### config.mk
export PLATFORM = sky130hd
export DESIGN_NAME = sdram_req_arbiter
export DESIGN_NICKNAME = d
export VERILOG_FILES = /design/src/rtl/sdram_pkg.sv /design/src/rtl/rr_arbiter2.sv /design/src/rtl/sdram_req_arbiter.sv
export SDC_FILE = /design/constraint.sdc
export NUM_CORES = 1
export LEC_CHECK = 0
export ABC_AREA = 1
export ABC_CLOCK_PERIOD_IN_PS = 1600
export CORE_UTILIZATION = 41
export CTS_CLUSTER_SIZE = 24
export DETAILED_ROUTE_END_ITERATION = 12
export GPL_TIMING_DRIVEN = 0
export PLACE_DENSITY = 0.76
export SLEW_MARGIN = 20
export SYNTH_ARGS = -nofsm -noshare
export SYNTH_HDL_FRONTEND = slang
export SYNTH_SLANG_ARGS = --single-unit
### constraint.sdc
create_clock -name clock -period 1.6 [get_ports clock]
set_clock_uncertainty 0.2 [all_clocks]
set_input_delay 0.24 -clock clock [delete_from_list [all_inputs] [get_ports clock]]
set_output_delay 0.24 -clock clock [all_outputs]
set_load 0.02 [all_outputs]
### src/rtl/sdram_pkg.sv
// Shared types and constants for the SDRAM request arbiter.
package sdram_pkg;

    localparam int BANK_W = 2;
    localparam int ROW_W  = 12;
    localparam int COL_W  = 8;
    localparam int ADDR_W = BANK_W + ROW_W + COL_W;
    localparam int DATA_W = 16;

    localparam int DEF_REFRESH_INTERVAL = 780;
    localparam int DEF_TIMEOUT          = 64;

    typedef enum logic [1:0] {
        ST_IDLE,
        ST_ISSUE,
        ST_WAIT_DONE,
        ST_REFRESH
    } state_e;

endpackage

### src/rtl/rr_arbiter2.sv
// Two-way round-robin selector; remembers the last requester granted.
module rr_arbiter2 (
    input  logic       clock,
    input  logic       reset,
    input  logic [1:0] req,
    input  logic       take,
    output logic       sel,
    output logic       any
);

    logic last_q, last_d;

    // Pick the requester not served last on a tie; otherwise whoever is asking.
    always_comb begin
        any    = |req;
        sel    = (&req) ? ~last_q : req[1];
        last_d = take ? sel : last_q;
    end

    // last_grant starts at 1 so requester 0 wins the first tie.
    always_ff @(posedge clock) begin
        if (reset) last_q <= 1'b1;
        else       last_q <= last_d;
    end

endmodule

### src/rtl/sdram_req_arbiter.sv
// Arbitrates two requesters onto one SDRAM controller and schedules refresh.
module sdram_req_arbiter
    import sdram_pkg::*;
#(
    parameter int REFRESH_INTERVAL = DEF_REFRESH_INTERVAL,
    parameter int TIMEOUT          = DEF_TIMEOUT
) (
    input  logic              clock,
    input  logic              reset,
    input  logic              req0_valid,
    input  logic              req1_valid,
    input  logic              req0_we,
    input  logic              req1_we,
    input  logic [ADDR_W-1:0] req0_addr,
    input  logic [ADDR_W-1:0] req1_addr,
    input  logic [DATA_W-1:0] req0_wdata,
    input  logic [DATA_W-1:0] req1_wdata,
    output logic              req0_grant,
    output logic              req1_grant,
    output logic              rsp0_valid,
    output logic              rsp1_valid,
    output logic [DATA_W-1:0] rsp0_rdata,
    output logic [DATA_W-1:0] rsp1_rdata,
    input  logic              mc_ready,
    output logic              mc_we,
    output logic              mc_re,
    output logic [ADDR_W-1:0] mc_addr,
    output logic [DATA_W-1:0] mc_data_in,
    input  logic [DATA_W-1:0] mc_data_out,
    input  logic              mc_data_out_valid,
    output logic              mc_refresh_req,
    input  logic              mc_refresh_ack,
    output logic              busy,
    output logic              refresh_overrun,
    output logic              timeout_err
);

    localparam int RC_W = $clog2(REFRESH_INTERVAL + 1);
    localparam int WC_W = $clog2(TIMEOUT + 1);

    state_e            state_q, state_d;
    logic [RC_W-1:0]   rcnt_q, rcnt_d;
    logic [WC_W-1:0]   wcnt_q, wcnt_d;
    logic              pend_q, pend_d, ovr_q, ovr_d, tmo_q, tmo_d;
    logic              own_q, own_d, we_q, we_d;
    logic [ADDR_W-1:0] addr_q, addr_d, mc_addr_q, mc_addr_d;
    logic [DATA_W-1:0] wdata_q, wdata_d, mc_din_q, mc_din_d;
    logic [DATA_W-1:0] rdata0_q, rdata0_d, rdata1_q, rdata1_d;
    logic [1:0]        gnt_q, gnt_d, rsp_q, rsp_d;
    logic              mc_we_q, mc_we_d, mc_re_q, mc_re_d;
    logic              rreq_q, rreq_d, busy_q, busy_d;
    logic              wrap, rfsh_clr, take, sel, any;

    assign take = (state_q == ST_IDLE) && !pend_q && mc_ready && any;

    rr_arbiter2 u_rr (
        .clock (clock),
        .reset (reset),
        .req   ({req1_valid, req0_valid}),
        .take  (take),
        .sel   (sel),
        .any   (any)
    );

    // Next-state and next-output logic; every port is a flop below.
    always_comb begin
        state_d  = state_q;
        wcnt_d   = wcnt_q;
        tmo_d    = tmo_q;
        ovr_d    = ovr_q;
        own_d    = own_q;
        we_d     = we_q;
        addr_d   = addr_q;
        wdata_d  = wdata_q;
        mc_addr_d = mc_addr_q;
        mc_din_d = mc_din_q;
        rdata0_d = rdata0_q;
        rdata1_d = rdata1_q;
        rreq_d   = rreq_q;
        gnt_d    = 2'b00;
        rsp_d    = 2'b00;
        mc_we_d  = 1'b0;
        mc_re_d  = 1'b0;
        rfsh_clr = 1'b0;

        // Free-running refresh timer, independent of the FSM.
        wrap   = (rcnt_q == RC_W'(REFRESH_INTERVAL - 1));
        rcnt_d = wrap ? '0 : rcnt_q + 1'b1;

        case (state_q)
            ST_IDLE: begin
                if (pend_q) begin
                    state_d = ST_REFRESH;
                    rreq_d  = 1'b1;
                end else if (take) begin
                    gnt_d[sel] = 1'b1;
                    own_d      = sel;
                    we_d       = sel ? req1_we    : req0_we;
                    addr_d     = sel ? req1_addr  : req0_addr;
                    wdata_d    = sel ? req1_wdata : req0_wdata;
                    state_d    = ST_ISSUE;
                end
            end
            ST_ISSUE: begin
                mc_we_d   = we_q;
                mc_re_d   = !we_q;
                mc_addr_d = addr_q;
                mc_din_d  = wdata_q;
                wcnt_d    = '0;
                state_d   = ST_WAIT_DONE;
            end
            ST_WAIT_DONE: begin
                wcnt_d = wcnt_q + 1'b1;
                // Completion wins over a timeout landing in the same cycle.
                if (!we_q && mc_data_out_valid) begin
                    rsp_d[own_q] = 1'b1;
                    if (own_q) rdata1_d = mc_data_out;
                    else       rdata0_d = mc_data_out;
                    state_d = ST_IDLE;
                end else if (we_q && mc_ready && wcnt_q >= WC_W'(1)) begin
                    state_d = ST_IDLE;
                end else if (wcnt_q == WC_W'(TIMEOUT - 1)) begin
                    tmo_d   = 1'b1;
                    state_d = ST_IDLE;
                end
            end
            ST_REFRESH: begin
                if (mc_refresh_ack) begin
                    rreq_d   = 1'b0;
                    rfsh_clr = 1'b1;
                    state_d  = ST_IDLE;
                end
            end
            default: state_d = ST_IDLE;
        endcase

        // A wrap coinciding with the ack means a fresh refresh is already due.
        pend_d = wrap ? 1'b1 : (rfsh_clr ? 1'b0 : pend_q);
        if (wrap && pend_q && !rfsh_clr) ovr_d = 1'b1;

        busy_d = (state_d != ST_IDLE);
    end

    // State and output registers; reset aborts any access in flight.
    always_ff @(posedge clock) begin
        if (reset) begin
            state_q   <= ST_IDLE;
            rcnt_q    <= '0;
            wcnt_q    <= '0;
            pend_q    <= 1'b0;
            ovr_q     <= 1'b0;
            tmo_q     <= 1'b0;
            own_q     <= 1'b0;
            we_q      <= 1'b0;
            addr_q    <= '0;
            wdata_q   <= '0;
            mc_addr_q <= '0;
            mc_din_q  <= '0;
            rdata0_q  <= '0;
            rdata1_q  <= '0;
            gnt_q     <= 2'b00;
            rsp_q     <= 2'b00;
            mc_we_q   <= 1'b0;
            mc_re_q   <= 1'b0;
            rreq_q    <= 1'b0;
            busy_q    <= 1'b0;
        end else begin
            state_q   <= state_d;
            rcnt_q    <= rcnt_d;
            wcnt_q    <= wcnt_d;
            pend_q    <= pend_d;
            ovr_q     <= ovr_d;
            tmo_q     <= tmo_d;
            own_q     <= own_d;
            we_q      <= we_d;
            addr_q    <= addr_d;
            wdata_q   <= wdata_d;
            mc_addr_q <= mc_addr_d;
            mc_din_q  <= mc_din_d;
            rdata0_q  <= rdata0_d;
            rdata1_q  <= rdata1_d;
            gnt_q     <= gnt_d;
            rsp_q     <= rsp_d;
            mc_we_q   <= mc_we_d;
            mc_re_q   <= mc_re_d;
            rreq_q    <= rreq_d;
            busy_q    <= busy_d;
        end
    end

    assign req0_grant      = gnt_q[0];
    assign req1_grant      = gnt_q[1];
    assign rsp0_valid      = rsp_q[0];
    assign rsp1_valid      = rsp_q[1];
    assign rsp0_rdata      = rdata0_q;
    assign rsp1_rdata      = rdata1_q;
    assign mc_we           = mc_we_q;
    assign mc_re           = mc_re_q;
    assign mc_addr         = mc_addr_q;
    assign mc_data_in      = mc_din_q;
    assign mc_refresh_req  = rreq_q;
    assign busy            = busy_q;
    assign refresh_overrun = ovr_q;
    assign timeout_err     = tmo_q;

endmodule

==> results of run 1 <==
worst reg2reg max path: stages (launching register included):
cell and delay, ns:
dfxtp_4 0.36, inv_4 0.06, ha_4 0.14, inv_4 0.04, nor2_4 0.12, inv_2 0.07, nor2_4 0.12, buf_6 0.12
nor2_4 0.04, buf_8 0.15, buf_8 0.14, nand2_2 0.06, nand3_2 0.08
layout make-up:
class                      count  area (sq um)
fill                         935          3420
multi-input combinational    490          2930
sequential                   141          2830
timing repair buffer         222          2180
clock buffer                  25           485
buffer                        32           309
tap                          172           215
inverter                      37           179
clock inverter                 7           110
timing repair inverter         1          11.3
power breakdown:
| group | leakage, nW | total (mW) | switching, mW | internal, mW |
|---|---|---|---|---|
| combinational | 3.00 | 5.12 | 2.86 | 2.26 |
| clock | 0.295 | 4.00 | 1.43 | 2.56 |
| sequential | 1.15 | 4.70 | 0.425 | 4.27 |
| total | 4.44 | 13.8 | 4.72 | 9.10 |
kinds of logic (layout without fill, tap and decap cells):
logic type / count (synthesis) / count (layout) / synth area share, %
flip-flops: 141 / 141 / 52.8
adder cells (fa/ha/maj): 7 / 7 / 1.64
AO/OA/AOI/OAI: 94 / 94 / 9.06
XOR/XNOR: 4 / 4 / 0.656
buffers and inverters: 70 / 324 / 6.23
AND/OR/NAND/NOR: 385 / 385 / 29.6
routing by layer:
| layer | part of all wire (%) | vias to the layer above | wire, um | GRT usage, % |
|---|---|---|---|---|
| met5 | 0 | - | 0 | 0 |
| met4 | 2.2 | 0 | 378 | 10.8 |
| met3 | 7.9 | 39 | 1370 | 8.87 |
| met2 | 52 | 210 | 8930 | 44.2 |
| met1 | 38 | 2559 | 6580 | 27.1 |
| li1 | - | 2727 | - | - |
stage by stage:
stage	cell area (sq um)	cells	hold slack (ns)	power (mW)
2_1_floorplan	5360	701	0.153	6.89
3_3_place_gp	7380	1053	0.238	8.67
3_5_place_dp	7380	1053	0.248	8.69
4_1_cts	8620	1118	0.176	13.0
5_1_grt	9260	1127	0.202	14.5
6_report	9260	1127	0.185	13.8
what timing repair did:
item / CTS / global route
pin swaps: 10 / 24
gates cloned: 9 / 2
buffers inserted: 25 / 9
gates resized for setup: 225 / 205
hold buffers: 0 / 0
endpoints found under the setup margin: 210 / 140
cell usage in the layout, fill, tap and decap left out, types with 3 or more instances in the layout:
cell type        instances
nor2_2                  22
clkbuf_2                 6
clkdlybuf4s50_1        100
bufinv_16                3
a21oi_2                  3
nand3_1                 20
inv_2                    6
buf_8                    9
buf_4                   24
nand4_1                  6
o21ai_1                 24
nor2_1                 134
nand2_2                 29
inv_1                   23
dlygate4sd2_1           73
inv_4                    4
clkbuf_8                 4
dfxtp_2                  5
a21oi_1                  9
nor2_4                  17
buf_6                   21
nor3_2                   6
nand2_4                 25
clkdlybuf4s15_1          7
o21ai_2                 14
buf_12                   5
ha_4                     5
nand3_2                 30
xor2_1                   3
nor3_1                   4
clkbuf_16               18
buf_2                    4
clkbuf_1                 5
o21ai_0                 37
nand2_1                 87
dfxtp_1                135
clkinv_2                 4
state kept, by name, summed over array words and instances, names as in the netlist, 2 cells and up:
signal      flops
addr_q         22
mc_addr        22
mc_data_in     16
rsp0_rdata     16
rsp1_rdata     16
wdata_q        16
rcnt_q         10
wcnt_q          7
gnt_q           2
rsp_q           2
state_q         2
how the worst max path moves through the flow:
stage / slack, ns / start / cells after the start / to
floorplan: -0.005 / state_q[0] / 8 / rsp0_rdata[10]
global placement: -0.41 / req1_valid / 7 / wdata_q[14]
detailed placement: -0.45 / req1_valid / 7 / wdata_q[9]
CTS: -0.19 / state_q[1] / 12 / addr_q[13]
global route: -0.29 / state_q[1] / 11 / wdata_q[3]
finish: -0.22 / state_q[1] / 12 / addr_q[15]
==> impl_metrics.toml, run 1 <==
[status]
status = "finished, violations left"
violations = "setup timing"

[cts]
clockRootBuffer = "clkbuf_16"
cts-buffers-inserted = 17
clockBufferDepth = 2
cts_tree = "built"
htreeDepth = 4
clkLatencyLatePin_ns = 0.42
path_clk_slew_ns = 0.06
cts_sinks = 141

[power_and_ir_drop]
p_leak_nw = 4.44
ir_worst_vdd_mv = 0.930
power_density_nw_per_um2 = 1490

[synthesis]
post-synth-top-area-cell = "dfxtp_1"
synth-seq-cells = 141
netlist_instances = 701
synth_cell_type_count = 29
yosysWarnings = 0
synth_top_area_share_pct = 52.8
ys_top_cells_by_area = "dfxtp_1, nor2_1, nand2_1"
synth-edff-count = 0
netlist_area_sq_um = 5350
synth_area_per_cell_sq_um = 7.63
yosys_most_used_dff = "dfxtp_1"
ys_seq_area_share_pct = 52.8
synthesis.nets = 809
synth-async-reset-ratio_pct = 0
synth_common_cells = "nor2_1, dfxtp_1, nand2_1"
yosysMostFrequentCell = "nor2_1"

[route]
wl_per_cell_um = 15.3
detail_route.first_pass.iterations = 4
via_per_inst = 4.91
ant_nets = 0
drtIter0Drc = 322
routed_wl_um = 17300
drc = 0
route.vias.total = 5535

[timing]
maxSlewHeadroom_pct = 50.1
hold_violations = 0
min_period_ns = 1.82
totalNegativeSetupSlack_ns = -12.95
worstMarginPinSlew_ns = 0.749
setup_viol = 88
drv_slew = 0
rsz0062_at_grt = "yes"
clock.fmax_mhz = 551
fin_crit_sh_pct = 114
setup_ws_ns = -0.216

[floorplan]
start_util_pct = 42.2
floorplan.rows = 41
placeableCoreArea_sq_um = 12700
die_x_um = 116
pin_count = 181
dieArea_sq_um = 13500
die_h_um = 116

[setup_path]
crit_path_end_kind = "register"
max_stage_delay_ns = 0.36
r2r_start = "state_q[1]"
path_max_fanout = 5
reg2reg_slack_ns = -0.22
cp_data_arrival_time_ns = 1.92
cp_slowest_cell = "dfxtp_4"
reg2reg_depth = 12
cp_cell_sequence = "inv_4 > ha_4 > inv_4 > nor2_4 > inv_2 > nor2_4 > buf_6 > nor2_4 > buf_8 > buf_8 > nand2_2 > nand3_2"
critPathRequiredTime_ns = 1.70
path_common_cell = "nor2_4"
path_buf_inv = 6
r2r-end = "addr_q[15]"
path_class = "reg2reg"
crit_family = "buffers and inverters"
crit_path_start_kind = "register"

[final_layout]
antenna-diode-count = 0
area_growth_pct = 73.2
nNetsFinal = 1050
fin_util_pct = 73.0
drive_above_1_share_pct = 29.0

[global_routing]
antenna_found_initial = 0
grt_pass1_vias = 5293
track_usage_pct = 25.0
grt_pass1_wl_um = 25500
grt_max_degree = 18
grt_overflow_total = 0

[placed_design]
place_ws_ns = -0.454
place.gp.congestion = 0.816
port_buffers = 180
dpl.hpwl_um = 10300

[min_path]
min_path_cells = 3
holdPathEnd = "wdata_q[3]"
min_from = "req1_wdata[3]"
hold_class = "in2reg"

[flow_run]
max-cap-violations = 0
(Power assumes the default switching activity.)
==> run 2, diff against run 1 <==
CORE_ASPECT_RATIO = 0.5   (was default)
==> run 2 against run 1 <==
Net effect: the run still ends with setup timing left; first-iteration DRC count shrank 12%; worst setup slack lost 0.070 ns; critical path depth shrank 1; core utilization shrank 0.77 points.
==> impl_metrics.toml, run 2 (synthesized netlist as in run 1, its figures left out) <==
[setup_path]
cp_data_arrival_time_ns = 2.04
crit_path_start_kind = "register"
r2r_start = "state_q[1]"
crit_path_end_kind = "register"
critPathRequiredTime_ns = 1.75
reg2reg_slack_ns = -0.29
r2r-end = "addr_q[20]"
path_max_fanout = 8
cp_num_cells = 11
path_buf_inv = 5
cp_cell_sequence = "inv_4 > ha_4 > inv_4 > nor2_4 > inv_2 > nor2_4 > nand4_1 > clkinv_4 > buf_2 > nand2_1 > nand3_1"
path_class = "reg2reg"
max_stage_delay_ns = 0.36
reg2reg_depth = 11
crit_family = "simple AND/OR/NAND/NOR gates"
cp_slowest_cell = "dfxtp_4"

[final_layout]
antenna-diode-count = 0
most-common-layout-cells = "nor2_1, dfxtp_1, clkdlybuf4s50_1, nand2_1, dlygate4sd2_1"
drive_above_1_share_pct = 27.6
nNetsFinal = 1048
final_common_cell = "nor2_1"
final_area_sq_um = 9180
finalNonFillerCells = 1123
area_growth_pct = 71.7

[route]
met2_length_um = 8960
drtIter0Drc = 282
highest_layer = "met4"
detail_route.first_pass.iterations = 5
routed-wl-met3_um = 878
routed_wl_um = 17600
drc = 0
via_per_inst = 5.08
drt-met1-wl_um = 7250
ant_nets = 0
wl_per_cell_um = 15.7
route.vias.total = 5705

[floorplan]
die_h_um = 82.7
placeableCoreArea_sq_um = 12700
dieArea_sq_um = 13500
pin_count = 181
die_x_um = 163
start_util_pct = 42.1
floorplan.rows = 29

[power_and_ir_drop]
p_leak_nw = 4.37
ir_worst_vdd_mv = 0.779
power_density_nw_per_um2 = 1500

[timing]
rsz0062_at_grt = "yes"
setup_viol = 70
fin_crit_sh_pct = 118
min_period_ns = 1.89
drv_slew = 0
worstMarginPinSlew_ns = 0.620
setup_ws_ns = -0.286
hold_violations = 0
clock.fmax_mhz = 530
maxSlewHeadroom_pct = 58.7

[cts]
clockRootBuffer = "clkbuf_16"
path_clk_slew_ns = 0.06
htreeDepth = 4
cts_tree = "built"
clkLatencyLatePin_ns = 0.41
clockBufferDepth = 2
cts_hold_buffers = 0
cts_sinks = 141
cts-buffers-inserted = 17

[min_path]
hold_class = "in2reg"
min_path_cells = 3
holdPathEnd = "wdata_q[7]"
min_from = "req1_wdata[7]"

[global_routing]
grt_pass1_wl_um = 24600
antenna_found_initial = 0
grt_pass1_vias = 5175
grt_max_degree = 17
track_usage_pct = 23.6
grt_overflow_total = 0

[placed_design]
place_inst = 1051
dpl.hpwl_um = 10400
place.gp.congestion = 0.811
placed_cell_area_sq_um = 7370
port_buffers = 180

[status]
violations = "setup timing"
status = "finished, violations left"

[flow_run]
max-cap-violations = 0
-- run 2: cell count changes in the layout (fill, tap and decap cells not counted), moves of 6 or more --
cell,delta
nand2_2,+14
dlygate4sd2_1,+7
nand2_4,-8
buf_4,-6
o21ai_1,-12
o21ai_2,-12
o21ai_0,+23
nor2_2,-11
nor2_1,+8
clkdlybuf4s15_1,-7
-- run 2: routing by layer --
layer  GRT usage [%]  vias up
li1                -     2741
met3            4.60       47
met2            42.8      186
met5               0        -
met1            27.7     2731
met4            10.2        0
-- run 2: worst max path at each step --
stage / from / end
4_1_cts: state_q[0] / we_q
3_5_place_dp: req1_valid / wdata_q[8]
5_1_grt: state_q[0] / we_q
2_1_floorplan: state_q[0] / rsp0_rdata[10]
6_report: state_q[1] / addr_q[20]
3_3_place_gp: reset / mc_data_in[0]
-- run 2: through the flow --
step	util, %	setup TNS [ns]	total power [mW]	setup slack, ns	hold slack [ns]
6_report	72.3	-11.19	13.7	-0.286	0.190
5_1_grt	72.3	-15.55	14.4	-0.342	0.202
4_1_cts	66.6	-7.15	13.1	-0.191	0.174
3_5_place_dp	58.1	-46.42	8.72	-0.480	0.249
3_3_place_gp	58.1	-42.69	8.64	-0.450	0.242
2_1_floorplan	-	-0.0801	6.89	-0.00487	0.153
-- run 2: layout make-up --
type / instances / area [sq um]
well taps: 170 / 213
multi-input cells: 491 / 2890
plain buffers: 32 / 297
clock buffers: 19 / 443
repair buffers: 220 / 2160
clock inverters: 13 / 165
fillers: 957 / 3520
flip-flops and latches: 141 / 2840
inverters: 37 / 174
-- run 2: timing repair --
action	4_1_cts	5_1_grt
endpoints found under the setup margin	212	128
resized for setup	189	175
setup buffers	22	8
pin swaps	11	38
endpoints found under the hold margin	0	0
gates cloned	7	4
-- run 2: power by group --
group          internal [mW]  leakage, nW  total, mW  switching, mW
clock network           2.50        0.286       4.06           1.56
logic                   2.14         2.93       4.98           2.84
registers               4.28         1.15       4.70          0.421
total                   8.92         4.37       13.7           4.82
-- run 2: worst register-to-register path, stage by stage, from the launching register on --
cell and delay, ns:
dfxtp_4 0.36, inv_4 0.07, ha_4 0.15, inv_4 0.04, nor2_4 0.11, inv_2 0.07
nor2_4 0.14, nand4_1 0.19, clkinv_4 0.18, buf_2 0.18, nand2_1 0.07, nand3_1 0.07
